$ cat config.mk
export PLATFORM = sky130hd
export DESIGN_NAME = mem_stage_hs
export DESIGN_NICKNAME = d
export VERILOG_FILES = /design/src/rtl/mem_stage_pkg.sv /design/src/rtl/mem_stage_hs_align.sv /design/src/rtl/mem_stage_hs.sv
export SDC_FILE = /design/constraint.sdc
export NUM_CORES = 1
export LEC_CHECK = 0
export ABC_CLOCK_PERIOD_IN_PS = 4500
export CAP_MARGIN = 0
export CORE_ASPECT_RATIO = 0.6
export CORE_MARGIN = 1
export CORE_UTILIZATION = 49
export CTS_BUF_LIST = sky130_fd_sc_hd__clkbuf_16
export CTS_CLUSTER_DIAMETER = 120
export CTS_CLUSTER_SIZE = 28
export DETAILED_ROUTE_END_ITERATION = 8
export PLACE_DENSITY = 0.87
export SLEW_MARGIN = 20
export SYNTH_ARGS = -nofsm -noshare
export SYNTH_HDL_FRONTEND = slang
export SYNTH_SLANG_ARGS = --single-unit
$ cat constraint.sdc
create_clock -name clk -period 4.5 [get_ports clk]
set_input_delay 1.125 -clock clk [delete_from_list [all_inputs] [get_ports clk]]
set_output_delay 1.125 -clock clk [all_outputs]
set_load 0.05 [all_outputs]
$ cat src/rtl/mem_stage_pkg.sv
// Shared encodings and lane helpers for the handshaked MEM stage.
// Helpers work on a 64-bit view; callers truncate to their own data width.
package mem_stage_pkg;

    typedef enum logic [1:0] {
        ST_B = 2'b00,
        ST_H = 2'b01,
        ST_W = 2'b10,
        ST_D = 2'b11
    } store_type_e;

    typedef enum logic [2:0] {
        LD_B  = 3'b000,
        LD_H  = 3'b001,
        LD_W  = 3'b010,
        LD_D  = 3'b011,
        LD_BU = 3'b100,
        LD_HU = 3'b101,
        LD_WU = 3'b110
    } load_type_e;

    typedef enum logic [1:0] {
        S_IDLE = 2'b00,
        S_REQ  = 2'b01,
        S_WAIT = 2'b10,
        S_DONE = 2'b11
    } state_e;

    // Byte-enable mask of 2**size_l2 bytes placed at the given lane.
    function automatic logic [7:0] lane_be(input logic [1:0] size_l2, input logic [2:0] lane);
        logic [7:0] mask;
        case (size_l2)
            2'd0:    mask = 8'h01;
            2'd1:    mask = 8'h03;
            2'd2:    mask = 8'h0F;
            2'd3:    mask = 8'hFF;
            default: mask = 8'h00;
        endcase
        return mask << lane;
    endfunction

    // Sign- or zero-extends the low bytes of an already lane-shifted word.
    function automatic logic [63:0] load_extend(input logic [63:0] raw, input logic [2:0] ltype);
        logic [63:0] ext;
        case (ltype)
            LD_B:    ext = {{56{raw[7]}}, raw[7:0]};
            LD_H:    ext = {{48{raw[15]}}, raw[15:0]};
            LD_W:    ext = {{32{raw[31]}}, raw[31:0]};
            LD_D:    ext = raw;
            LD_BU:   ext = {56'h0, raw[7:0]};
            LD_HU:   ext = {48'h0, raw[15:0]};
            LD_WU:   ext = {32'h0, raw[31:0]};
            default: ext = 64'h0;
        endcase
        return ext;
    endfunction

endpackage

$ cat src/rtl/mem_stage_hs_align.sv
// Combinational lane logic: byte enables, store replication, alignment/legality
// check on the request side, and load extraction on the response side.
module mem_align_unit #(
    parameter int DATA_W = 32
) (
    input  logic [2:0]          addr_lo_i,
    input  logic [DATA_W-1:0]   st_data_i,
    input  logic                is_store_i,
    input  logic                is_load_i,
    input  logic [1:0]          store_type_i,
    input  logic [2:0]          load_type_i,
    output logic [DATA_W/8-1:0] be_o,
    output logic [DATA_W-1:0]   wdata_o,
    output logic                misaligned_o,
    input  logic [2:0]          rsp_lane_i,
    input  logic [2:0]          rsp_load_type_i,
    input  logic [DATA_W-1:0]   rdata_i,
    output logic [DATA_W-1:0]   load_data_o
);
    import mem_stage_pkg::*;

    localparam int         BYTES     = DATA_W / 8;
    localparam logic [2:0] LANE_MASK = 3'(BYTES - 1);

    logic [1:0]        size_s;
    logic              illegal_s;
    logic [2:0]        align_mask_s;
    logic [DATA_W-1:0] shifted_s;

    // Access size, legality for this data width, and required alignment mask.
    always_comb begin
        size_s       = 2'b00;
        illegal_s    = 1'b0;
        align_mask_s = 3'b000;
        if (is_store_i) begin
            size_s    = store_type_i;
            illegal_s = (DATA_W == 32) && (store_type_i == ST_D);
        end else begin
            size_s    = load_type_i[1:0];
            illegal_s = (load_type_i == 3'b111) ||
                        ((DATA_W == 32) && ((load_type_i == LD_D) || (load_type_i == LD_WU)));
        end
        case (size_s)
            2'd0:    align_mask_s = 3'b000;
            2'd1:    align_mask_s = 3'b001;
            2'd2:    align_mask_s = 3'b011;
            2'd3:    align_mask_s = 3'b111;
            default: align_mask_s = 3'b000;
        endcase
    end

    assign misaligned_o = (is_store_i || is_load_i) &&
                          (illegal_s || (|(addr_lo_i & align_mask_s)));

    // Byte enables at the addressed lane and store data copied into every lane.
    always_comb begin
        be_o = BYTES'(lane_be(size_s, addr_lo_i & LANE_MASK));
        case (size_s)
            2'd0:    wdata_o = {BYTES{st_data_i[7:0]}};
            2'd1:    wdata_o = {(BYTES/2){st_data_i[15:0]}};
            2'd2:    wdata_o = {(BYTES/4){st_data_i[31:0]}};
            default: wdata_o = st_data_i;
        endcase
    end

    // Bring the addressed lane down to bit 0, then extend per load type.
    always_comb begin
        shifted_s   = rdata_i >> {rsp_lane_i, 3'b000};
        load_data_o = DATA_W'(load_extend(64'(shifted_s), rsp_load_type_i));
    end

endmodule

$ cat src/rtl/mem_stage_hs.sv
// MEM pipeline stage talking to a variable-latency data memory over a
// request/response handshake, with timeout and WB back-pressure.
module mem_stage_hs #(
    parameter int DATA_W  = 32,
    parameter int ADDR_W  = 32,
    parameter int TIMEOUT = 255
) (
    input  logic                clk,
    input  logic                rst,
    input  logic                in_valid,
    output logic                in_ready,
    input  logic [DATA_W-1:0]   result_alu,
    input  logic [DATA_W-1:0]   op2_data,
    input  logic                mem_write,
    input  logic                mem_read,
    input  logic [1:0]          store_type,
    input  logic [2:0]          load_type,
    output logic                out_valid,
    input  logic                out_ready,
    output logic [DATA_W-1:0]   read_data,
    output logic [DATA_W-1:0]   calculated_result,
    output logic                misaligned,
    output logic                bus_err,
    output logic                dmem_req_valid,
    input  logic                dmem_req_ready,
    output logic [ADDR_W-1:0]   dmem_addr,
    output logic                dmem_we,
    output logic [DATA_W/8-1:0] dmem_be,
    output logic [DATA_W-1:0]   dmem_wdata,
    input  logic                dmem_rsp_valid,
    input  logic [DATA_W-1:0]   dmem_rdata
);
    import mem_stage_pkg::*;

    localparam int                BYTES     = DATA_W / 8;
    localparam logic [2:0]        LANE_MASK = 3'(BYTES - 1);
    localparam logic [ADDR_W-1:0] ADDR_MASK = ~ADDR_W'(BYTES - 1);
    localparam int                CNT_W     = (TIMEOUT < 2) ? 1 : $clog2(TIMEOUT + 1);
    localparam logic [CNT_W-1:0]  CNT_LAST  = CNT_W'((TIMEOUT == 0) ? 0 : TIMEOUT - 1);
    localparam bit                TO_EN     = (TIMEOUT != 0);

    state_e            state_q;
    logic [CNT_W-1:0]  cnt_q;
    logic              out_valid_q;
    logic              req_valid_q;
    logic              misal_q;
    logic              bus_err_q;
    logic              we_q;
    logic [DATA_W-1:0] calc_q;
    logic [DATA_W-1:0] rdata_q;
    logic [DATA_W-1:0] wdata_q;
    logic [ADDR_W-1:0] addr_q;
    logic [BYTES-1:0]  be_q;
    logic [2:0]        lane_q;
    logic [2:0]        ltype_q;

    logic              accept_s;
    logic              is_load_s;
    logic              is_mem_s;
    logic              timeout_s;
    logic              misal_s;
    logic [BYTES-1:0]  be_s;
    logic [DATA_W-1:0] wdata_s;
    logic [DATA_W-1:0] load_data_s;

    // A simultaneous read+write is handled as a store.
    assign is_load_s = mem_read && !mem_write;
    assign is_mem_s  = mem_read || mem_write;
    assign in_ready  = (state_q == S_IDLE) && (!out_valid_q || out_ready);
    assign accept_s  = in_valid && in_ready;
    assign timeout_s = TO_EN && (cnt_q == CNT_LAST);

    mem_align_unit #(
        .DATA_W(DATA_W)
    ) u_align (
        .addr_lo_i       (result_alu[2:0]),
        .st_data_i       (op2_data),
        .is_store_i      (mem_write),
        .is_load_i       (is_load_s),
        .store_type_i    (store_type),
        .load_type_i     (load_type),
        .be_o            (be_s),
        .wdata_o         (wdata_s),
        .misaligned_o    (misal_s),
        .rsp_lane_i      (lane_q),
        .rsp_load_type_i (ltype_q),
        .rdata_i         (dmem_rdata),
        .load_data_o     (load_data_s)
    );

    // Handshake FSM; every externally visible value is held in a register here.
    always_ff @(posedge clk or negedge rst) begin
        if (!rst) begin
            state_q     <= S_IDLE;
            cnt_q       <= {CNT_W{1'b0}};
            out_valid_q <= 1'b0;
            req_valid_q <= 1'b0;
            misal_q     <= 1'b0;
            bus_err_q   <= 1'b0;
            we_q        <= 1'b0;
            calc_q      <= {DATA_W{1'b0}};
            rdata_q     <= {DATA_W{1'b0}};
            wdata_q     <= {DATA_W{1'b0}};
            addr_q      <= {ADDR_W{1'b0}};
            be_q        <= {BYTES{1'b0}};
            lane_q      <= 3'b000;
            ltype_q     <= 3'b000;
        end else begin
            case (state_q)
                S_IDLE: begin
                    if (accept_s) begin
                        calc_q    <= result_alu;
                        rdata_q   <= {DATA_W{1'b0}};
                        misal_q   <= misal_s;
                        bus_err_q <= 1'b0;
                        if (is_mem_s && !misal_s) begin
                            state_q     <= S_REQ;
                            req_valid_q <= 1'b1;
                            out_valid_q <= 1'b0;
                            cnt_q       <= {CNT_W{1'b0}};
                            addr_q      <= ADDR_W'(result_alu) & ADDR_MASK;
                            we_q        <= mem_write;
                            be_q        <= be_s;
                            wdata_q     <= wdata_s;
                            lane_q      <= result_alu[2:0] & LANE_MASK;
                            ltype_q     <= load_type;
                        end else begin
                            out_valid_q <= 1'b1;
                        end
                    end else if (out_ready) begin
                        out_valid_q <= 1'b0;
                    end
                end
                S_REQ: begin
                    // A grant in the last allowed cycle wins over the timeout.
                    if (dmem_req_ready) begin
                        req_valid_q <= 1'b0;
                        cnt_q       <= {CNT_W{1'b0}};
                        if (we_q) begin
                            state_q     <= S_DONE;
                            out_valid_q <= 1'b1;
                        end else begin
                            state_q <= S_WAIT;
                        end
                    end else if (timeout_s) begin
                        req_valid_q <= 1'b0;
                        bus_err_q   <= 1'b1;
                        out_valid_q <= 1'b1;
                        state_q     <= S_DONE;
                    end else if (TO_EN) begin
                        cnt_q <= cnt_q + CNT_W'(1);
                    end
                end
                S_WAIT: begin
                    if (dmem_rsp_valid) begin
                        rdata_q     <= load_data_s;
                        out_valid_q <= 1'b1;
                        state_q     <= S_DONE;
                    end else if (timeout_s) begin
                        bus_err_q   <= 1'b1;
                        out_valid_q <= 1'b1;
                        state_q     <= S_DONE;
                    end else if (TO_EN) begin
                        cnt_q <= cnt_q + CNT_W'(1);
                    end
                end
                S_DONE: begin
                    if (out_ready) begin
                        out_valid_q <= 1'b0;
                        state_q     <= S_IDLE;
                    end
                end
                default: begin
                    state_q     <= S_IDLE;
                    req_valid_q <= 1'b0;
                    out_valid_q <= 1'b0;
                end
            endcase
        end
    end

    assign out_valid         = out_valid_q;
    assign read_data         = rdata_q;
    assign calculated_result = calc_q;
    assign misaligned        = misal_q;
    assign bus_err           = bus_err_q;
    assign dmem_req_valid    = req_valid_q;
    assign dmem_addr         = addr_q;
    assign dmem_we           = we_q;
    assign dmem_be           = be_q;
    assign dmem_wdata        = wdata_q;

endmodule
# Word-level counts from Yosys, hierarchy flattened
# Index checks and enable logic that the tools add are counted.
# op_classes
n_addsub	1
bitwise	1
mux	41
shifts	2
reduce_logical	29
n_eq_ne	25
# ops
cell	n
one-hot mux 32 bit (6 select lines)	1
one-hot mux 32 bit (2 select lines)	2
two-way mux 32 bit	2
two-way mux 8 bit	5
one-hot mux 8 bit (4 select lines)	1
>> shifter 32 x 5 -> 32 bit	1
one-hot mux 8 bit (3 select lines)	1
two-way mux 1 bit	17
equality test 3 bit, second input constant	5
two-way mux 2 bit	7
one-hot mux 3 bit (4 select lines)	1
AND reduction 4 bit	3
equality test 2 bit, second input constant	5
inequality test 2 bit, second input constant	5
equality test 3 x 2 -> 1 bit, second input constant	3
AND reduction 3 bit	3
adder 8 x 1 -> 8 bit, second input constant	1
equality test 8 bit, second input constant	1
one-hot mux 2 bit (4 select lines)	1
left shift 8 x 2 -> 4 bit	1
logical OR 1 bit	6
inequality test 3 bit, second input constant	2
logical AND 1 bit	5
equality test 2 x 1 -> 1 bit, second input constant	2
14 further kinds	18
# totals
register_bits	150
out_inout_bits	138
in_bits	109
wordCells	113

# Longest topological paths before layout
# Gate-level depths: netlist (run 1).
# logic_depth
depth_word	12
mapped_depth	8
depth_no_buf	7

# Hierarchy
# Synthesis (run 1) repeated with hierarchy kept, for this count alone.
# unflattened
hier_cells	718
hier_area_um2	7647.3
# by_module_without_submodules
mod	cells_each	instances	area_per_inst_um2
mem_stage_hs	537	1	6344.8
mem_align_unit	181	1	1302.5

# Worst setup path after synthesis (run 1)
# OpenSTA, ideal clock, no wires.
# synth_path
kind	input -> output
startpoint	input out_ready
endpoint	output in_ready
path_slack_ns	1.689
path_stages	2
n_path_buf	0
arrival_time_ns	1.686
cell_sequence	nand2b_1 and2_1
# synth_between
elab_chain_len	2
# synth_lines
item	line	text
from (decl)	mem_stage_hs.sv:19	input logic out_ready,
logical OR 1 bit	mem_stage_hs.sv:69	assign in_ready = (state_q == S_IDLE) && (!out_valid_q || out_ready);
logical AND 1 bit	mem_stage_hs.sv:69	
to (decl)	mem_stage_hs.sv:11	output logic in_ready,
# Every way passes these cells.

# Final worst setup path (run 1)
# Same ends and word-level chain as after synthesis.

==> flow_summary.json, run 1 <==
{
  "r2r_slack_ps": 1870,
  "track_usage_pct": 28.8,
  "critPathKind": "input pin to primary output",
  "yosys_most_used_dff": "dfrtp_1",
  "slew_viol_final": 0,
  "fmax_ghz": 0.261,
  "cts_tree": "done",
  "yosys_warnings": 0,
  "r2r_end": "dmem_wdata[11]",
  "hold_buffers": 0,
  "clock_skew_ps": 15.9,
  "nFillCells": 950,
  "vias": 5933,
  "htree_levels": 4,
  "antenna_found_initial": 0,
  "hold_path_end": "calculated_result[13]",
  "syn_inst": 647,
  "synth_cell_types": 60,
  "antenna_left": 0,
  "grt_max_degree": 89,
  "hp-start": "calculated_result[13]",
  "io_buffer_count": 244,
  "start_util_pct": 51.3,
  "synth_area_per_cell_um2": 11.0,
  "cts_resized": 0,
  "dpl-instance-area_um2": 9770,
  "grt_pass1_vias": 6188,
  "cts_buffers": 17,
  "power_density_nw_per_um2": 843,
  "final_net_count": 1006,
  "clk_latency_ps": 410,
  "r2r_start": "state_q[0]",
  "grt_setup_unrepaired": "false",
  "cp_max_fo": 4,
  "max_slew_margin_pct": 41.5,
  "ys_ff_latch": 150,
  "dp_cells": 1062,
  "die_w_um": 158,
  "drc": 0,
  "period_share_pct": 85.2,
  "finalHoldViolations": 0,
  "setup_violations": 0,
  "drv_cap": 0,
  "ir_worst_vdd_mv": 0.657,
  "core_area_um2": 13900,
  "clk_pin_slew_worst_paths_ps": 60,
  "required_ps": 3380,
  "cp-startpoint": "out_ready",
  "ys_async_sr_fraction_pct": 100,
  "arrival_ps": 2710,
  "instances_no_fill": 1094,
  "drt_wl_total_um": 21000,
  "reg2regPathDepth": 8,
  "synth_edf_count": 0,
  "root_buffer": "clkbuf_16",
  "crit_path_end_kind": "primary output",
  "grt_pass1_wl_um": 32700,
  "detail_route.vias_per_cell": 5.42,
  "cts_setup_buffers": 0,
  "leakage_nw": 4.54,
  "io_pins": 247,
  "synth_seq_area_share_pct": 52.6,
  "diodes": 0,
  "final_area_um2": 10300,
  "die_h_um": 95.5,
  "hpwlAfterDp_um": 15100,
  "ctsLongestPathBuffers": 2,
  "startpoint_type": "input pin",
  "gp_congestion": 0.901,
  "drtIter0Drc": 341,
  "hold_path_class": "register to register",
  "hold_depth": 2,
  "layout-drive-gt1-share_pct": 8.20,
  "synthToLayoutAreaGrowth_pct": 44.8,
  "grt_remaining_overflow": 0,
  "tightestPinTransition_ps": 870,
  "drt-pass1-iter-count": 5,
  "detail_route.wl_per_cell_um": 19.2,
  "clock_sinks": 150,
  "outcome": "complete, no violations",
  "fin_crit_ps": 3830,
  "fp.dieArea_um2": 15100,
  "fp-row-count": 33,
  "fin_setup_tns_ps": 0,
  "syn_area_um2": 7130
}
Yosys cell counts (3+ instances only):
cell / n / area [µm²]
dfrtp_1: 150 / 3750
nand2_1: 126 / 473
mux2_1: 74 / 833
mux2i_1: 27 / 270
o21ai_0: 27 / 135
nor2_1: 26 / 97.6
a21oi_1: 20 / 100
a221o_1: 17 / 170
mux2_2: 16 / 180
inv_1: 15 / 56.3
o21ai_1: 15 / 75.1
clkbuf_1: 14 / 52.6
buf_2: 9 / 45.0
nor3_1: 9 / 45.0
a22o_1: 8 / 70.1
buf_4: 8 / 60.1
ha_1: 8 / 100
a2bb2oi_1: 6 / 52.6
a31oi_1: 6 / 37.5
nand3_1: 6 / 30.0
nor2b_1: 6 / 37.5
and2_1: 4 / 25.0
buf_1: 4 / 15.0
or3_1: 3 / 18.8
final cells by class:
| class | instances | area, µm² | area share, % |
|---|---|---|---|
| timing repair buffer | 257 | 2550 | 24.7 |
| multi-input combinational | 448 | 3160 | 30.6 |
| clock buffer | 17 | 425 | 4.12 |
| inverter | 15 | 56.3 | 0.545 |
| tap | 192 | 240 | 2.33 |
| clock inverter | 15 | 138 | 1.33 |
| sequential | 150 | 3750 | 36.3 |
how the worst max path moves through the flow:
stage               end  slack (ps)  cells past startpoint
2_1_floorplan  in_ready        1690                      2
3_3_place_gp   in_ready         680                      4
3_5_place_dp   in_ready         670                      4
4_1_cts        in_ready         670                      4
5_1_grt        in_ready         590                      4
6_report       in_ready         670                      4
layer usage:
layer / vias to the layer above / GRT usage [%] / wire [µm]
met5: - / 0 / 0
met1: 2908 / 36.4 / 8770
li1: 2775 / - / -
met2: 225 / 46.1 / 9790
met3: 25 / 11.2 / 2160
met4: 0 / 8.33 / 281
where the power goes:
part / switching (mW) / total (mW) / internal, mW
logic: 3.24 / 4.95 / 1.70
clock network: 0.619 / 1.35 / 0.730
registers: 0.449 / 2.41 / 1.96
through the flow:
stage	util (%)	setup WS, ps	total power [mW]	hold WS, ps
global placement	70.2	682	7.27	458
finish	74.2	667	8.71	474
floorplan	-	1690	5.58	490
detailed placement	70.2	671	7.35	461
global route	74.2	589	9.13	497
CTS	74.2	674	8.74	478
cells in the final DEF, fill, tap and decap left out, drive strengths merged, types with 2 or more instances in the layout:
| cell | instances |
|---|---|
| and3 | 2 |
| dfrtp | 150 |
| nand3 | 6 |
| or3 | 3 |
| mux2i | 28 |
| clkdlybuf4s50 | 243 |
| and2 | 6 |
| o2bb2ai | 2 |
| a2bb2oi | 6 |
| inv | 24 |
| a21oi | 21 |
| nor2b | 6 |
| conb | 2 |
| clkbuf | 17 |
| o22ai | 2 |
| clkinv | 3 |
| mux2 | 90 |
| nor3 | 10 |
| ha | 8 |
| o2111ai | 2 |
| nand2b | 2 |
| nand2 | 127 |
| buf | 14 |
| a221o | 17 |
| a22o | 8 |
| a41oi | 2 |
| nor2 | 27 |
| o21ai | 42 |
| a31oi | 6 |
| clkinvlp | 3 |
| o31ai | 2 |
| nor4b | 2 |
| nor4 | 2 |
critical path, stage by stage:
cell and delay, ps:
clkdlybuf4s50_1 490, nand2b_1 170, and2_1 140, clkdlybuf4s50_1 790
registers in the layout (all words and copies together), names as in the netlist, 2 cells and up:
signal,flops
ltype_q,3
dmem_be,4
lane_q,2
read_data,32
dmem_addr,30
cnt_q,8
dmem_wdata,32
calculated_result,32
state_q,2
cells by family (layout without fill, tap and decap cells):
| logic type | count (synthesis) | in the layout | share of synthesized area, % |
|---|---|---|---|
| simple gates | 197 | 197 | 12.4 |
| fa+ha+maj | 9 | 9 | 1.56 |
| buf+inv | 50 | 304 | 3.21 |
| compound gates | 121 | 121 | 11.6 |
| mux | 119 | 119 | 18.6 |
| flops | 150 | 150 | 52.6 |
| other cells | 1 | 2 | 0.0526 |
(Power assumes the default switching activity.)
==> run 2: changes to the inputs <==
--- a/config.mk
+++ b/config.mk
@@ -5,15 +5,15 @@
 export SDC_FILE = /design/constraint.sdc
 export NUM_CORES = 1
 export LEC_CHECK = 0
-export ABC_CLOCK_PERIOD_IN_PS = 4500
 export CAP_MARGIN = 0
 export CORE_ASPECT_RATIO = 0.6
 export CORE_MARGIN = 1
 export CORE_UTILIZATION = 49
 export CTS_BUF_LIST = sky130_fd_sc_hd__clkbuf_16
-export CTS_CLUSTER_DIAMETER = 120
+export CTS_CLUSTER_DIAMETER = 200
 export CTS_CLUSTER_SIZE = 28
 export DETAILED_ROUTE_END_ITERATION = 8
+export HOLD_SLACK_MARGIN = 0.08
 export PLACE_DENSITY = 0.87
 export SLEW_MARGIN = 20
 export SYNTH_ARGS = -nofsm -noshare
==> results of run 2 <==
No change in the layout: final DEF, timing and power equal those of run 1.
==> run 3: changes to the inputs <==
--- a/config.mk
+++ b/config.mk
@@ -8,13 +8,14 @@
 export CAP_MARGIN = 0
 export CORE_ASPECT_RATIO = 0.6
 export CORE_MARGIN = 1
-export CORE_UTILIZATION = 49
+export CORE_UTILIZATION = 61
 export CTS_BUF_LIST = sky130_fd_sc_hd__clkbuf_16
 export CTS_CLUSTER_DIAMETER = 200
 export CTS_CLUSTER_SIZE = 28
 export DETAILED_ROUTE_END_ITERATION = 8
+export DONT_BUFFER_PORTS = 1
 export HOLD_SLACK_MARGIN = 0.08
-export PLACE_DENSITY = 0.87
+export PLACE_DENSITY = 0.78
 export SLEW_MARGIN = 20
 export SYNTH_ARGS = -nofsm -noshare
 export SYNTH_HDL_FRONTEND = slang
==> flow_summary.json, run 3 (synthesized netlist as in run 1, its figures left out) <==
{
  "ctsLongestPathBuffers": 2,
  "period_share_pct": 68.0,
  "cp_cell_sequence": "inv_1 > ha_1 > and2_1 > nand2_1 > buf_4 > nor2_1 > nand2_4 > mux2_1",
  "outcome": "complete, no violations",
  "fp-row-count": 30,
  "fin_crit_ps": 3060,
  "slowest_delay_ps": 570,
  "synthToLayoutAreaGrowth_pct": 9.63,
  "critical_path.endpoint": "dmem_addr[21]",
  "hpwlAfterDp_um": 12400,
  "final_net_count": 756,
  "clk_pin_slew_worst_paths_ps": 70,
  "drv_cap": 0,
  "clock_sinks": 150,
  "clk_latency_ps": 420,
  "arrival_ps": 3340,
  "drc": 0,
  "fmax_ghz": 0.327,
  "htree_levels": 4,
  "detail_route.wl_per_cell_um": 21.7,
  "slew_viol_final": 0,
  "tightestPinTransition_ps": 1040,
  "grt_max_degree": 151,
  "grt_setup_unrepaired": "false",
  "crit_path_end_kind": "register",
  "r2r_slack_ps": 1440,
  "start_util_pct": 62.9,
  "r2r_end": "dmem_addr[21]",
  "vias": 5091,
  "io_pins": 247,
  "antenna_found_initial": 0,
  "grt_remaining_overflow": 0,
  "gp_congestion": 0.856,
  "die_w_um": 142,
  "fp.dieArea_um2": 12100,
  "required_ps": 4790,
  "crit_family": "simple AND/OR/NAND/NOR gates",
  "detail_route.vias_per_cell": 6.27,
  "fin_setup_tns_ps": 0,
  "dpl-instance-area_um2": 7230,
  "cts_setup_buffers": 0,
  "r2r_start": "state_q[0]",
  "final_cell_mix": "dfrtp_1 (150), nand2_1 (126), mux2_1 (74)",
  "cp_num_buf_inv": 2,
  "core_area_um2": 11300,
  "dp_cells": 780,
  "cp_slowest_cell": "nand2_4",
  "drtIter0Drc": 368,
  "io_buffer_count": 0,
  "die_h_um": 85.8,
  "cts_resized": 0,
  "root_buffer": "clkbuf_16",
  "hold_path_class": "input pin to asynchronous set/reset pin",
  "critPathKind": "register to register",
  "cts_buffers": 17,
  "cp-startpoint": "state_q[0]",
  "track_usage_pct": 30.0,
  "layout-drive-gt1-share_pct": 10.3,
  "mostFrequentLayoutCell": "dfrtp_1",
  "setup_violations": 0,
  "cp_max_fo": 73,
  "clock_skew_ps": 13.8,
  "diodes": 0,
  "grt_pass1_vias": 5118,
  "drt-pass1-iter-count": 5,
  "reg2regPathDepth": 8,
  "finalHoldViolations": 0,
  "grt_pass1_wl_um": 27800,
  "startpoint_type": "register",
  "final_util_pct": 69.0,
  "drt_wl_total_um": 17600,
  "hold_buffers": 0,
  "instances_no_fill": 812,
  "cts_tree": "done",
  "final_area_um2": 7820,
  "antenna_left": 0,
  "worstSetupPathDepth": 8,
  "max_slew_margin_pct": 29.9
}
## run 3: area by class of cell
type,count,area (µm²)
clock buffer,17,425
clock inverter,15,161
fill,852,3520
inverter,15,56.3
multi-input combinational,448,3170
sequential,150,3750
tap,160,200
timing repair buffer,7,52.6
## run 3: per-stage QoR
stage	hold slack [ps]	worst slack [ps]
after global placement	505	1290
final	402	1440
after CTS	386	1450
after detailed placement	518	1220
after floorplan	490	1690
after global routing	383	1230
## run 3: worst min path at each step
stage / startpoint / to / slack [ps] / cells after the start
floorplan: cnt_q[5] / cnt_q[5] / 490 / 2
global placement: cnt_q[5] / cnt_q[5] / 510 / 2
detailed placement: cnt_q[5] / cnt_q[5] / 520 / 2
CTS: rst / read_data[3] / 390 / 0
global route: rst / read_data[26] / 380 / 0
finish: rst / read_data[3] / 400 / 0
## run 3: per-layer routing
metal	wire length (µm)	share of wire [%]	global-route usage, %	vias up
met2	8110	46	45.6	243
li1	-	-	-	2272
met5	0	0	0	-
met4	206	1.2	9.19	0
met1	7450	42	40.6	2558
met3	1860	11	10.8	18
Power of run 3 is not shown: default switching activity piles up to over one toggle a cycle in this logic, so the estimate is an artifact.
